<file path="config.mk">
export PLATFORM = sky130hd
export DESIGN_NAME = nurn_core_seq
export DESIGN_NICKNAME = d
export VERILOG_FILES = /design/src/rtl/nurn_pkg.sv /design/src/rtl/spike_fifo.sv /design/src/rtl/nurn_core_seq.sv
export SDC_FILE = /design/constraint.sdc
export NUM_CORES = 1
export LEC_CHECK = 0
export ABC_CLOCK_PERIOD_IN_PS = 7400
export CORE_MARGIN = 2
export CORE_UTILIZATION = 47
export DETAILED_ROUTE_END_ITERATION = 8
export DONT_BUFFER_PORTS = 1
export HOLD_SLACK_MARGIN = 0.12
export PLACE_DENSITY = 0.71
export SLEW_MARGIN = 15
export SYNTH_ARGS = -nofsm -noshare
export SYNTH_HDL_FRONTEND = slang
export SYNTH_SLANG_ARGS = --single-unit
</file>
<file path="constraint.sdc">
create_clock -name clk_i -period 7.4 [get_ports clk_i]
set_input_delay 0.74 -clock clk_i [delete_from_list [all_inputs] [get_ports clk_i]]
set_output_delay 0.74 -clock clk_i [all_outputs]
set_load 0.01 [all_outputs]
</file>
<file path="src/rtl/nurn_pkg.sv">
// nurn_pkg: shared types, encodings and saturating arithmetic for the LIF neuron core
package nurn_pkg;
  localparam int DSIZE = 16;
  localparam int AER_BIT_WIDTH = 32;
  typedef logic signed [DSIZE-1:0] data_t;
  typedef enum logic [2:0] {IDLE, LOAD, ACC, LEAK, FIRE, DONE} state_t;
  typedef enum logic [1:0] {SEL_WEIGHT, SEL_THR, SEL_BIAS, SEL_RSTPOT} cfg_sel_t;
  localparam data_t DATA_MAX = data_t'({1'b0, {(DSIZE-1){1'b1}}});
  localparam data_t DATA_MIN = data_t'({1'b1, {(DSIZE-1){1'b0}}});
  function automatic data_t sat_add(input data_t a, input data_t b);
    logic signed [DSIZE:0] s;
    s = {a[DSIZE-1], a} + {b[DSIZE-1], b};
    return (s[DSIZE] != s[DSIZE-1]) ? (s[DSIZE] ? DATA_MIN : DATA_MAX) : data_t'(s[DSIZE-1:0]);
  endfunction
  function automatic logic [AER_BIT_WIDTH-1:0] packAer(input logic [7:0] x, input logic [7:0] y, input logic [15:0] idx);
    return {x, y, idx};
  endfunction
endpackage

</file>
<file path="src/rtl/spike_fifo.sv">
// spike_fifo: first-word fall-through packet FIFO with valid/ready pop and sticky drop flag
module spike_fifo #(
  parameter int FIFO_DEPTH = 4,
  parameter int AER_BIT_WIDTH = 32
) (
  input  logic                     clk,
  input  logic                     rst,
  input  logic                     push,
  input  logic [AER_BIT_WIDTH-1:0] pushData,
  input  logic                     ready,
  output logic                     valid,
  output logic [AER_BIT_WIDTH-1:0] head,
  output logic                     full,
  output logic                     ovf
);
  localparam int PW = $clog2(FIFO_DEPTH);
  logic [AER_BIT_WIDTH-1:0] mem [FIFO_DEPTH];
  logic [PW-1:0] wrPtr, rdPtr;
  logic [PW:0] count;
  logic pop, accept;
  assign valid = count != '0;
  assign full = count == (PW+1)'(FIFO_DEPTH);
  assign pop = valid && ready;
  // a full FIFO still takes a packet when the head leaves in the same cycle
  assign accept = push && (!full || pop);
  assign head = valid ? mem[rdPtr] : '0;
  always_ff @(posedge clk) begin
    if (rst) begin
      wrPtr <= '0;
      rdPtr <= '0;
      count <= '0;
      ovf <= 1'b0;
    end else begin
      if (accept) mem[wrPtr] <= pushData;
      if (accept) wrPtr <= (wrPtr == PW'(FIFO_DEPTH-1)) ? '0 : wrPtr + 1'b1;
      if (pop) rdPtr <= (rdPtr == PW'(FIFO_DEPTH-1)) ? '0 : rdPtr + 1'b1;
      count <= (accept && !pop) ? count + 1'b1 : (!accept && pop) ? count - 1'b1 : count;
      if (push && !accept) ovf <= 1'b1;
    end
  end
endmodule

</file>
<file path="src/rtl/nurn_core_seq.sv">
// nurn_core_seq: time-multiplexed leaky integrate-and-fire core emitting AER spikes through a FIFO
module nurn_core_seq
  import nurn_pkg::*;
#(
  parameter int NUM_NURNS = 4,
  parameter int NUM_AXONS = 8,
  parameter int LEAK_SHIFT = 4,
  parameter int REFRAC_STEPS = 2,
  parameter int FIFO_DEPTH = 4,
  parameter logic [7:0] X_ID = 8'd1,
  parameter logic [7:0] Y_ID = 8'd1,
  localparam int NURN_CNT_BIT_WIDTH = $clog2(NUM_NURNS),
  localparam int AXON_CNT_BIT_WIDTH = $clog2(NUM_AXONS)
) (
  input  logic                                         clk_i,
  input  logic                                         rst_i,
  input  logic                                         start_i,
  input  logic [NUM_AXONS-1:0]                         inSpike_i,
  input  logic                                         cfg_we_i,
  input  logic [1:0]                                   cfg_sel_i,
  input  logic [NURN_CNT_BIT_WIDTH+AXON_CNT_BIT_WIDTH-1:0] cfg_addr_i,
  input  logic [DSIZE-1:0]                             cfg_data_i,
  output logic                                         busy_o,
  output logic                                         done_o,
  output logic                                         spk_valid_o,
  input  logic                                         spk_ready_i,
  output logic [AER_BIT_WIDTH-1:0]                     spk_aer_o,
  output logic                                         ovf_o
);
  localparam int NW = NURN_CNT_BIT_WIDTH;
  localparam int AW = AXON_CNT_BIT_WIDTH;
  localparam int REFRAC_BIT_WIDTH = $clog2(REFRAC_STEPS + 1);
  state_t state, stateNext;
  logic [NW-1:0] nIdx, cfgN;
  logic [AW-1:0] aIdx, cfgA;
  logic [NUM_AXONS-1:0] spikes;
  data_t acc;
  data_t pot [NUM_NURNS];
  data_t thr [NUM_NURNS];
  data_t bias [NUM_NURNS];
  data_t rstPot [NUM_NURNS];
  data_t weight [NUM_NURNS][NUM_AXONS];
  logic [REFRAC_BIT_WIDTH-1:0] refr [NUM_NURNS];
  logic isRefr, lastNurn, lastAxon, fires, push, fifoFull;
  assign cfgN = cfg_addr_i[AW +: NW];
  assign cfgA = cfg_addr_i[AW-1:0];
  assign isRefr = refr[nIdx] != '0;
  assign lastNurn = nIdx == NW'(NUM_NURNS-1);
  assign lastAxon = aIdx == AW'(NUM_AXONS-1);
  assign fires = acc >= thr[nIdx];
  assign push = (state == FIRE) && fires;
  assign busy_o = (state != IDLE) && (state != DONE);
  assign done_o = state == DONE;
  always_comb begin
    stateNext = state;
    case (state)
      IDLE: stateNext = start_i ? LOAD : IDLE;
      LOAD: stateNext = isRefr ? (lastNurn ? DONE : LOAD) : ACC;
      ACC: stateNext = lastAxon ? LEAK : ACC;
      LEAK: stateNext = FIRE;
      FIRE: stateNext = lastNurn ? DONE : LOAD;
      DONE: stateNext = IDLE;
      default: stateNext = IDLE;
    endcase
  end
  always_ff @(posedge clk_i) begin
    if (rst_i) state <= IDLE;
    else state <= stateNext;
  end
  always_ff @(posedge clk_i) begin
    if (rst_i) begin
      nIdx <= '0;
      aIdx <= '0;
      spikes <= '0;
      acc <= '0;
      for (int n = 0; n < NUM_NURNS; n++) begin
        pot[n] <= '0;
        refr[n] <= '0;
        thr[n] <= DATA_MAX;
        bias[n] <= '0;
        rstPot[n] <= '0;
        for (int a = 0; a < NUM_AXONS; a++) weight[n][a] <= '0;
      end
    end else begin
      if (cfg_we_i && !busy_o)
        case (cfg_sel_t'(cfg_sel_i))
          SEL_WEIGHT: weight[cfgN][cfgA] <= cfg_data_i;
          SEL_THR: thr[cfgN] <= cfg_data_i;
          SEL_BIAS: bias[cfgN] <= cfg_data_i;
          SEL_RSTPOT: rstPot[cfgN] <= cfg_data_i;
        endcase
      case (state)
        IDLE: if (start_i) begin
          spikes <= inSpike_i;
          nIdx <= '0;
        end
        // a refractory neuron is held at its reset potential and skipped in one cycle
        LOAD: if (isRefr) begin
          refr[nIdx] <= refr[nIdx] - 1'b1;
          pot[nIdx] <= rstPot[nIdx];
          nIdx <= nIdx + 1'b1;
        end else begin
          acc <= sat_add(pot[nIdx], bias[nIdx]);
          aIdx <= '0;
        end
        ACC: begin
          if (spikes[aIdx]) acc <= sat_add(acc, weight[nIdx][aIdx]);
          aIdx <= aIdx + 1'b1;
        end
        LEAK: acc <= acc - (acc >>> LEAK_SHIFT);
        FIRE: begin
          pot[nIdx] <= fires ? rstPot[nIdx] : acc;
          if (fires) refr[nIdx] <= REFRAC_BIT_WIDTH'(REFRAC_STEPS);
          nIdx <= nIdx + 1'b1;
        end
        default: ;
      endcase
    end
  end
  spike_fifo #(.FIFO_DEPTH(FIFO_DEPTH), .AER_BIT_WIDTH(AER_BIT_WIDTH)) uFifo (
    .clk(clk_i),
    .rst(rst_i),
    .push(push),
    .pushData(packAer(X_ID, Y_ID, 16'(nIdx))),
    .ready(spk_ready_i),
    .valid(spk_valid_o),
    .head(spk_aer_o),
    .full(fifoFull),
    .ovf(ovf_o)
  );
endmodule

</file>
Word-level counts from Yosys, hierarchy flattened
Memory sizes are Yosys's and may differ from the RTL's. A register that Yosys moved wholly into a read port is not among the register bits.
Index checks and enable logic that the tools add are counted.
{ "totals": {"register_bits": 40, "ram_bits": 784, "n_memories": 7, "out_inout_bits": 36} }
{ "mem_list": {"columns": ["memory", "words", "word_bits", "rd", "rd_clocked_by_memory_dff", "write_ports", "line", "rtl"], "rows": [
  ["weight", 4, 128, 1, 1, 4, "nurn_core_seq.sv:42", "data_t weight [NUM_NURNS][NUM_AXONS];"],
  ["bias", 4, 16, 1, 1, 4, "nurn_core_seq.sv:40", "data_t bias [NUM_NURNS];"],
  ["pot", 4, 16, 1, 1, 4, "nurn_core_seq.sv:38", "data_t pot [NUM_NURNS];"],
  ["rstPot", 4, 16, 1, 1, 4, "nurn_core_seq.sv:41", "data_t rstPot [NUM_NURNS];"],
  ["thr", 4, 16, 1, 1, 4, "nurn_core_seq.sv:39", "data_t thr [NUM_NURNS];"],
  ["refr", 4, 2, 1, 1, 4, "nurn_core_seq.sv:43", "logic [REFRAC_BIT_WIDTH-1:0] refr [NUM_NURNS];"],
  ["1 more memories", null, null, null, null, null, null, null]
]} }
{ "classes": {"muxes": 96, "n_eq_ne": 20, "order_cmp": 5, "n_reduce_logical": 33, "add_sub_neg": 10, "n_bitwise": 4} }
{ "ops": {"columns": ["op", "n"], "rows": [
  ["2-to-1 mux 128 bit", 3],
  ["2-to-1 mux 16 bit", 15],
  ["OR reduction 128 bit", 1],
  ["OR reduction 16 bit", 4],
  ["2-to-1 mux 2 bit", 26],
  ["binary-select mux 16 bit (select 3 bit)", 1],
  ["demux 16 bit (select 3 bit)", 1],
  ["one-hot mux 16 bit (3 select lines)", 1],
  ["2-to-1 mux 1 bit", 39],
  ["adder 16 x 16 -> 17 bit", 2],
  ["2-to-1 mux 32 bit", 1],
  ["greater-or-equal comparator 16 bit", 1],
  ["subtractor 16 x 12 -> 16 bit", 1],
  ["2-to-1 mux 3 bit", 5],
  ["one-hot mux 3 bit (5 select lines)", 1],
  ["equality test 3 bit, second input constant", 4],
  ["nonzero test 3 bit", 4],
  ["equality test 2 bit, second input constant", 5],
  ["logical AND 1 bit", 9],
  ["greater-or-equal comparator 4 bit, second input constant", 2],
  ["inequality test 2 bit, second input constant", 4],
  ["NOT 3 -> 4 bit", 2],
  ["adder 2 x 1 -> 2 bit, second input constant", 3],
  ["adder 3 x 1 -> 3 bit, second input constant", 2],
  ["21 further kinds", 31]
]} }

Depth between registers and ports, before layout
Gate-level depths: netlist (run 1).
{ "logic_depth": {"word_depth": 9, "depth_mapped": 22, "mapped_depth_nobuf": 17} }

Modules after synthesis
From an unflattened synthesis (run 1), not the netlist that was laid out.
{ "hier_totals": {"hier_cells": 3010, "area_unflattened_um2": 44657.8} }
{ "by_module_without_submodules": {"columns": ["mod", "cells_each", "area_each_um2", "n_inst", "seq_area_each_um2"], "rows": [
  ["nurn_core_seq", 2752, 39291.4, 1, 23983.0],
  ["spike_fifo", 258, 5366.4, 1, 4043.9]
]} }

Worst setup path after synthesis (run 1)
OpenSTA, ideal clock, no wires.
{ "synth_timing": {"kind": "reg-to-reg", "start": "register (tool-made name)", "end": "register acc[12]", "n_path_buf": 4, "setup_time_ps": 139, "arrival_ps": 4845, "stages_incl_launch_ff": 18, "t_required_ps": 7261, "setup_slack_ps": 2416, "period_less_slack_ps": 4984, "cell_sequence": "dfxtp_1 clkbuf_1 buf_2 buf_1 mux4_2 mux4_2 mux2_2 ha_1 fa_1 a21oi_1 o211ai_1 a2111oi_2 nor2_1 a2111oi_0 a41oi_1 clkbuf_2 o21ai_0 a221oi_1"} }
{ "synth_rtl": {"columns": ["item", "line", "rtl"], "rows": [
  ["end signal, assigned", "nurn_core_seq.sv:103", "acc <= sat_add(pot[nIdx], bias[nIdx]);"],
  ["end signal, assigned", "nurn_core_seq.sv:107", "if (spikes[aIdx]) acc <= sat_add(acc, weight[nIdx][aIdx]);"],
  ["end signal, assigned", "nurn_core_seq.sv:110", "LEAK: acc <= acc - (acc >>> LEAK_SHIFT);"],
  ["end, declared", "nurn_core_seq.sv:37", "data_t acc;"]
]} }

==> summary by stage, run 1 <==
Clocking
The clock tree synthesis step divided the H-tree into 3 levels. TritonCTS built the clock tree. The tree is rooted in a sky130_fd_sc_hd__clkbuf_16.

The total of hold buffers inserted after clock tree synthesis is 0. The post-cts resize count is 0. The clock edge transition at the registers on the reported setup and hold paths is 70 ps.

The clock sink count is 828. The number of setup buffers added after CTS is 0. The total clock buffers created by CTS is 86. The maximum number of buffers from clock root to sink is 3. The clock latency of the later-clocked register in the worst-skew pair is approximately 650 ps.

Power
VDD sags by at most 163 uV. The relative contribution of sequential cells to total power is about half. The power density of the placed cells is around 240 mW/mm2. The internal power of the cells totals 8.03 mW. The proportion of power drawn by combinational gates is 11.0%. Of the total power, the share spent switching nets is approximately a quarter.

In this run the power spent charging and discharging nets is 2.67 mW. In this run the static leakage power is 15.8 nW. The final total power is 10.7 mW.

The clock share of power is about 39%.

Setup path
The count of cells along the worst register-to-register path is 12. The critical path arrival is around 6400 ps. The capture instance of the worst register-to-register path is acc[12]$_SDFFE_PP0P_. The sum of buffers and inverters on the critical path is 1. The class of the most critical setup path is reg -> reg. The critical path endpoint category is a register. STA classifies the critical path startpoint as a register. The slack of the worst reg-to-reg path is 1580 ps. The required arrival time at the worst endpoint is 7960 ps. The cell family contributing the most delay on the critical path is compound AO/OA/AOI/OAI gates.

Traced cell by cell, the critical path runs through buf_4 > mux4_2 > mux4_2 > mux2_2 > fa_1 > a21oi_1 > o211ai_1 > a2111oi_2 > o21ai_0 > a41oi_1 > o21ai_0 > a221oi_1. Among all stages on the critical path, the largest delay is contributed by sky130_fd_sc_hd__dfxtp_4. The peak per-stage delay on the critical path is between 900 and 1000 ps. The critical-path maximum fanout is between 40 and 50.

Floorplan
The die is 297 um tall. Once the floorplan was initialized, standard cells occupied 47.4% of the core. The die covers 0.0880 mm2. After floorplanning, the core was divided into 107 placement rows.

The core region area is between 0.08 and 0.09 mm2. Measured along the x axis, the die boundary spans 297 um. The I/O pin total is 72.

STA
For the final routed database, the setup TNS stands at 0 ps. Setup violations remaining at the end of the flow were counted as 0. In the finished design, the share of the clock period the worst path needs comes to 78.7%.

At the pin with the least slew margin, the transition time is 1180 ps. The worst clock skew is 27.3 ps. The number of failing hold endpoints at the final stage is 0. Measured against its own limit, the worst slew margin works out to 21.0%. Timing would allow up to around 170 MHz. The count of final max-slew check failures is 0. The routed design could run at a clock period as short as 5820 ps. Setup repair after global routing left no endpoint under its margin.

Setup slack on the critical path of the routed design comes to 1580 ps.

Global route
The remaining global-route overflow is 0. The number of global-route vias before repair is 23900. The pin count of the biggest net entering global routing is 66. In the global route stage, overall resource usage came out at 24.0%. The first global-routing pass estimated 154000 um of wire.

The initial antenna violation count was 3.

Placed design
Port buffering added 0 buffers. The sum of net half-perimeters after detailed placement is 66200 um. The worst slack at placement is 1580 ps. After detailed placement, the total cell area comes to 0.0413 mm2.

The routability congestion estimate from global placement is between 0.9 and 1.

Routing
For this run, design rule violations remaining after detail routing come to 0. The final route contains 23700 vias. The number of DRC violations after detailed-routing iteration 0 is 2725. The pre-antenna-repair detailed-routing pass consisted of 5 iterations. For this block, the routed nets add up to 104000 um of wire. The number of nets with antenna violations after detailed routing is 0.

Using the TritonRoute via totals, the vias-per-cell ratio works out to 6.01. After detailed routing, the average wire length per cell comes to 26.4 um.

Hold path
The path class of the tightest hold or removal check is in -> reg. The worst hold path terminates at spikes[1]$_SDFFE_PP0P_. Along the worst hold path, the cell count comes to 1. The startpoint identified for the worst hold timing path is rst_i.

Synth
The count of unique library cells instantiated by Yosys is 72. The Yosys step of the flow raised 0 warnings. Of the synthesized area, sequential elements account for 60.7%.

The top cell type by area accounts for approximately three fifths of the synthesized area. In this run, synthesis inferred 784 flip-flops with an integrated enable. The cell area that synthesis handed to floorplanning was 0.0403 mm2.

The post-synthesis cell type with the largest combined area is sky130_fd_sc_hd__edfxtp_1. In this run, synthesis produced a sequential element count of approximately 830. The proportion of register bits with asynchronous set or reset after synthesis is 0%. The mean instance size in the synthesized netlist is 14.3 um2. After technology mapping, the gate count stands at 2806. Yosys attributes the largest share of cell area to sky130_fd_sc_hd__edfxtp_1 58%, sky130_fd_sc_hd__mux4_2 13%, sky130_fd_sc_hd__and2_1 8.9%, sky130_fd_sc_hd__ha_1 2.3%, sky130_fd_sc_hd__dfxtp_1 2.2%. For this run, the leading register cell type out of synthesis is sky130_fd_sc_hd__edfxtp_1.

Cells and area
The layout net count is 2851. After routing the design area is 0.0439 mm2. Of the cells placed in the final design, the portion with a size suffix greater than 1 is 17.5%. 0 antenna diodes ended up in the layout. Once layout is complete, the utilization of the core stands at 51.6%. The area growth from synthesis to layout is 9.07%.

Outcome
The run finished with clean final reports.

Flow run
The number of violations of the max-capacitance limit is 0.
==> cell families (layout without fill, tap and decap cells) <==
kind of cell	count (synthesis)	count (layout)	share of synthesized area, %
XOR/XNOR	37	37	0.805
AND/OR/NAND/NOR	998	998	14.3
adder cells (fa/ha/maj)	78	78	2.50
flip-flops	828	828	60.7
other	1	28	0.00932
AO/OA/AOI/OAI	273	273	4.53
buffers and inverters	323	297	3.42
multiplexers	268	268	13.8
==> through the flow <==
stage                     instances  hold WS [ps]
final                          3951           172
after global routing           3951           150
after CTS                      3951           137
after detailed placement       3794           448
after global placement         3794           435
after floorplan                2833           433
==> routing by layer <==
layer	vias up	wire length (um)	track usage, %
li1	10300	-	-
met1	12000	40200	31.9
met2	1188	49400	38.1
met3	221	10500	5.96
met4	4	4170	9.52
met5	-	30	0
==> final cells by class <==
| class | instances | area [um2] |
|---|---|---|
| Tap cell | 1144 | 1430 |
| Clock buffer | 111 | 2330 |
| Inverter | 71 | 267 |
| Clock inverter | 46 | 315 |
| Sequential cell | 828 | 24400 |
| Multi-Input combinational cell | 1682 | 14600 |
| Fill cell | 6904 | 41100 |
| Timing Repair Buffer | 69 | 531 |
==> Yosys cell counts (all sizes together) (16+ instances only) <==
| library cell | count |
|---|---|
| a211oi | 19 |
| a21oi | 55 |
| a221oi | 23 |
| a22oi | 19 |
| and2 | 570 |
| and3 | 82 |
| buf | 74 |
| clkbuf | 178 |
| dfxtp | 44 |
| edfxtp | 784 |
| ha | 73 |
| inv | 71 |
| mux2 | 18 |
| mux2i | 22 |
| mux4 | 228 |
| nand2 | 60 |
| nand3 | 16 |
| nor2 | 143 |
| o21ai | 84 |
| or2 | 21 |
| or3 | 49 |
| xnor2 | 23 |
==> power groups by stage <==
stage | registers (mW) | clock network [mW] | logic (mW)
global route | 5.43 | 4.31 | 1.26
finish | 5.41 | 4.11 | 1.17
CTS | 5.41 | 4.15 | 1.16
detailed placement | 5.51 | 0 | 1.16
global placement | 5.49 | 0 | 1.14
floorplan | 5.44 | 0 | 0.903
==> state kept, by name, indices dropped and copies added, names as in the netlist, 8 cells and up, named ones only <==
signal / cells
acc: 16
bias: 64
pot: 64
refr: 8
rstPot: 64
spikes: 8
thr: 64
uFifo.mem: 8
weight: 512
==> worst max path at each step <==
stage,endpoint,slack (ps),cells after the start
finish,acc[12]$_SDFFE_PP0P_,1580,12
global route,acc[9]$_SDFFE_PP0P_,1140,12
CTS,acc[12]$_SDFFE_PP0P_,1560,12
detailed placement,acc[12]$_SDFFE_PP0P_,1580,12
global placement,acc[11]$_SDFFE_PP0P_,1690,12
floorplan,acc[12]$_SDFFE_PP0P_,2420,17
==> placed cells by master, fill, tap and decap left out, types with 17 or more instances in the layout <==
cell type	Yosys	routed
sky130_fd_sc_hd__edfxtp_1	784	784
sky130_fd_sc_hd__and2_1	570	569
sky130_fd_sc_hd__mux4_2	228	228
sky130_fd_sc_hd__nor2_1	142	140
sky130_fd_sc_hd__clkbuf_16	0	88
sky130_fd_sc_hd__and3_1	82	82
sky130_fd_sc_hd__ha_1	73	73
sky130_fd_sc_hd__inv_1	71	70
sky130_fd_sc_hd__buf_4	36	68
sky130_fd_sc_hd__nand2_1	60	60
sky130_fd_sc_hd__a21oi_1	55	55
sky130_fd_sc_hd__or3_1	49	49
sky130_fd_sc_hd__o21ai_1	4	42
sky130_fd_sc_hd__dfxtp_1	44	40
sky130_fd_sc_hd__o21ai_0	77	36
sky130_fd_sc_hd__conb_1	1	28
sky130_fd_sc_hd__xnor2_1	23	23
sky130_fd_sc_hd__mux2i_1	22	22
sky130_fd_sc_hd__or2_2	21	21
sky130_fd_sc_hd__a221oi_1	21	21
sky130_fd_sc_hd__a22oi_1	19	19
sky130_fd_sc_hd__clkbuf_1	177	19
sky130_fd_sc_hd__clkinv_2	0	19
sky130_fd_sc_hd__mux2_2	18	18
sky130_fd_sc_hd__a211oi_1	17	17
No activity file was read; power rests on OpenSTA's default activity.
==> run 2, diff against run 1 <==
- ABC_CLOCK_PERIOD_IN_PS: 7400 -> 4740
- PLACE_DENSITY: 0.71 -> 0.73
- clock period: 7.4 -> 4.74 ns (I/O delays scaled with it)
==> summary by stage, run 2 (synthesis results as in run 1) <==
Routing
The detailed-route vias per instance is 6.00 (was 6.01). The total via count in the routed design is 24600 (was 23700). The number of remaining DRC errors is 0 (unchanged).

The wire length per cell is 26.2 um (was 26.4 um). The length of the first detailed-routing pass in iterations came to 6 (was 5). The aggregate routed wire length was 107000 um (was 104000 um). The number of DRC violations after detailed-routing iteration 0 is 2947 (was 2725).

The number of nets with antenna violations after detailed routing is 0 (unchanged).

Floorplan
The core region area was 0.0850 mm2 (unchanged). The I/O pin total is 72 (unchanged). The die outline area is 0.0880 mm2 (unchanged).

The floorplan die width is 297 um (unchanged). The initial core utilization is 47.4% (unchanged). The die span in y was 297 um (unchanged). The row count is 107 (unchanged).

Setup path
The count of cells along the worst register-to-register path is 14 (was 12). The startpoint class of the critical path is a register (unchanged). The dominant delay contributor by cell family on the critical path is compound AO/OA/AOI/OAI gates (unchanged). The class of the most critical setup path is reg -> reg (unchanged). The critical-path maximum fanout is 12 (was 43). The slack of the worst reg-to-reg path is 170 ps (was 1580 ps). The peak per-stage delay on the critical path is 570 ps (was 950 ps).

Critical-path cell list: buf_12 > buf_4 > mux4_2 > mux4_2 > mux2_2 > ha_1 > nand2_1 > o211ai_1 > a2111oi_4 > nor2_2 > a2111oi_4 > a41oi_4 > o21ai_1 > a221oi_1 (was buf_4 > mux4_2 > mux4_2 > mux2_2 > fa_1 > a21oi_1 > o211ai_1 > a2111oi_2 > o21ai_0 > a41oi_1 > o21ai_0 > a221oi_1). The required arrival time at the worst endpoint is 5270 ps (was 7960 ps). The capture instance of the worst register-to-register path is acc[11]$_SDFFE_PP0P_ (was acc[12]$_SDFFE_PP0P_).

The critical path endpoint category was a register (unchanged). The sum of buffers and inverters on the critical path came to 2 (was 1). The cell with the biggest individual delay on the critical path was sky130_fd_sc_hd__mux4_2 (was sky130_fd_sc_hd__dfxtp_4). The critical path arrival is 5100 ps (was 6380 ps).

Power
The worst ir drop on vdd is 291 uV (was 163 uV). The leakage power summed over all cells is 16.8 nW (was 15.8 nW). The power density of the placed cells was 385 mW/mm2 (was 244 mW/mm2).

Clocking
The clock edge transition at the registers on the reported setup and hold paths came to 70 ps (about the same). The total clock buffers created by CTS is 86 (unchanged). The clock sink count is 828 (unchanged).

The TritonCTS clock tree was done (unchanged). The CTS H-tree depth is 3 (unchanged). The maximum number of buffers from clock root to sink was 3 (unchanged). The root buffer cell is sky130_fd_sc_hd__clkbuf_16 (unchanged).

The clock latency of the later-clocked register in the worst-skew pair is 650 ps (about the same).

STA
The maximum clock frequency came to 219 MHz (was 172 MHz). The number of setup violations in the final report came to 0 (unchanged). The number of failing hold endpoints at the final stage is 0 (unchanged).

The worst slew margin relative to its limit is 31.4% (was 21.0%). The clock period minus final worst setup slack was 4570 ps (was 5820 ps). RSZ-0062 raised after global routing: false (unchanged). The slew of the pin with the lowest slew margin is 1020 ps (was 1180 ps). The worst clock skew was 29.9 ps (was 27.3 ps). The setup TNS after final layout is 0 ps (unchanged). The share of the clock period used by the worst path is 96.3% (was 78.7%). The count of final max-slew check failures is 0 (unchanged).

Global route
The remaining global-route overflow is 0 (unchanged). The global router's overall resource usage is 24.6% (was 24.0%). The pin count of the biggest net entering global routing is 49 (was 66).

The initial antenna violation count is 1 (was 3). The first-pass GRT wire length was 159000 um (was 154000 um). The number of global-route vias before repair is 24300 (was 23900).

Cells and area
The register containing the most flip-flops in the final layout was weight (unchanged). Most frequent cells in the layout: 784 x sky130_fd_sc_hd__edfxtp_1, 569 x sky130_fd_sc_hd__and2_1, 228 x sky130_fd_sc_hd__mux4_2 (unchanged). The area used by multi-input combinational logic is 0.0147 mm2 (was 0.0146 mm2). The summed area of non-filler cells in the final layout is 0.0459 mm2 (was 0.0439 mm2).

The register area is 0.0244 mm2 (unchanged). The layout cell share with drive strength beyond 1 is 21.4% (was 17.5%). The filler-free cell count of the finished design is 4098 (was 3951).

The signed area change from the synthesized netlist to the final layout was 14.0% (was 9.07%). The count of fill cells added during filler insertion came to 6640 (was 6904). The layout net count is 2997 (was 2851). The flip-flop count of the largest register, all copies and words added is 512 (unchanged). The most common cell after layout, fill and taps aside was sky130_fd_sc_hd__edfxtp_1 (unchanged).

Hold path
The cell depth of the worst hold path is 2 (was 1). The worst min-delay path startpoint is cfg_sel_i[0] (was rst_i). The class of the tightest hold or removal check is in -> reg (unchanged).

The hold-critical path endpoint is thr[3][15]$_DFFE_PP_ (was spikes[1]$_SDFFE_PP0P_).

Placed design
The post-placement cell count is 3883 (was 3794). The routability congestion estimate from global placement was 0.923 (was 0.907). The sum of net half-perimeters after detailed placement came to 69000 um (was 66200 um). The number of I/O port buffers is 0 (unchanged). The placed cell area is 0.0421 mm2 (was 0.0413 mm2).

Outcome
Result of the run: completed (unchanged).

Flow run
The number of violations of the max-capacitance limit came to 0 (unchanged).
## run 2: cell count changes in the layout (fill, tap and decap cells not counted), moves of 3 or more
cell	before	now
sky130_fd_sc_hd__a2111oi_4	0	3
sky130_fd_sc_hd__buf_12	1	25
sky130_fd_sc_hd__buf_16	0	9
sky130_fd_sc_hd__buf_4	68	167
sky130_fd_sc_hd__buf_6	0	3
sky130_fd_sc_hd__bufinv_16	1	14
sky130_fd_sc_hd__clkbuf_1	19	15
sky130_fd_sc_hd__clkbuf_8	4	0
sky130_fd_sc_hd__clkinv_2	19	14
sky130_fd_sc_hd__dlygate4sd3_1	0	10
sky130_fd_sc_hd__o21ai_0	36	30
sky130_fd_sc_hd__o21ai_1	42	50
## run 2: cell type report
class	count	share of cell area, %
sequential	828	53.2
multi-input combinational	1682	32.0
clock buffer	105	5.03
timing repair buffer	215	4.72
tap	1144	3.12
clock inverter	52	1.37
inverter	71	0.581
antenna	1	0.00545
## run 2: worst register-to-register path: stages, from the launching register on
cell and delay, ps:
sky130_fd_sc_hd__dfxtp_4 420, sky130_fd_sc_hd__buf_12 170, sky130_fd_sc_hd__buf_4 210, sky130_fd_sc_hd__mux4_2 570, sky130_fd_sc_hd__mux4_2 560, sky130_fd_sc_hd__mux2_2 310
sky130_fd_sc_hd__ha_1 350, sky130_fd_sc_hd__nand2_1 100, sky130_fd_sc_hd__o211ai_1 340, sky130_fd_sc_hd__a2111oi_4 140, sky130_fd_sc_hd__nor2_2 300, sky130_fd_sc_hd__a2111oi_4 140
sky130_fd_sc_hd__a41oi_4 350, sky130_fd_sc_hd__o21ai_1 160, sky130_fd_sc_hd__a221oi_1 340
## run 2: stage by stage
stage	util (%)	hold WS, ps	power, mW	setup slack, ps
after floorplan	-	433	9.91	31.0
after global placement	49.5	443	10.4	-18.6
after detailed placement	49.5	448	10.5	-180
after CTS	53.6	121	17.6	-67.6
after global routing	54.0	144	18.2	4.29
final	54.0	141	17.7	174
## run 2: how the worst max path moves through the flow
stage / end / startpoint / slack (ps) / depth (start not counted)
finish: acc[11]$_SDFFE_PP0P_ / register / 170 / 14
global placement: acc[12]$_SDFFE_PP0P_ / register / -20 / 15
floorplan: acc[12]$_SDFFE_PP0P_ / register / 30 / 17
global route: acc[13]$_SDFFE_PP0P_ / register / 4 / 15
detailed placement: acc[11]$_SDFFE_PP0P_ / register / -180 / 14
CTS: acc[10]$_SDFFE_PP0P_ / register / -70 / 14
## run 2: report_power, final
group	switching, mW	internal (mW)	leakage [nW]
clock network	2.86	4.23	1.43
registers	0.176	8.26	8.26
logic	1.28	0.880	7.16
total	4.32	13.4	16.8
## run 2: layer usage
metal / global-route usage (%) / routed length (um) / share of wire, %
met1: 33.2 / 41600 / 39
met2: 39.4 / 51200 / 48
met3: 4.81 / 9810 / 9.1
met4: 9.74 / 4890 / 4.5
met5: 0 / 0 / 0
## run 2: what timing repair did
action / 4_1_cts / 5_1_grt
hold endpoints to repair: 748 / 0
buffers inserted: 0 / 29
gates cloned: 1 / 0
endpoints found under the setup margin: 13 / 16
hold buffers: 27 / 0
resized for setup: 3 / 22
pin swaps: 0 / 3
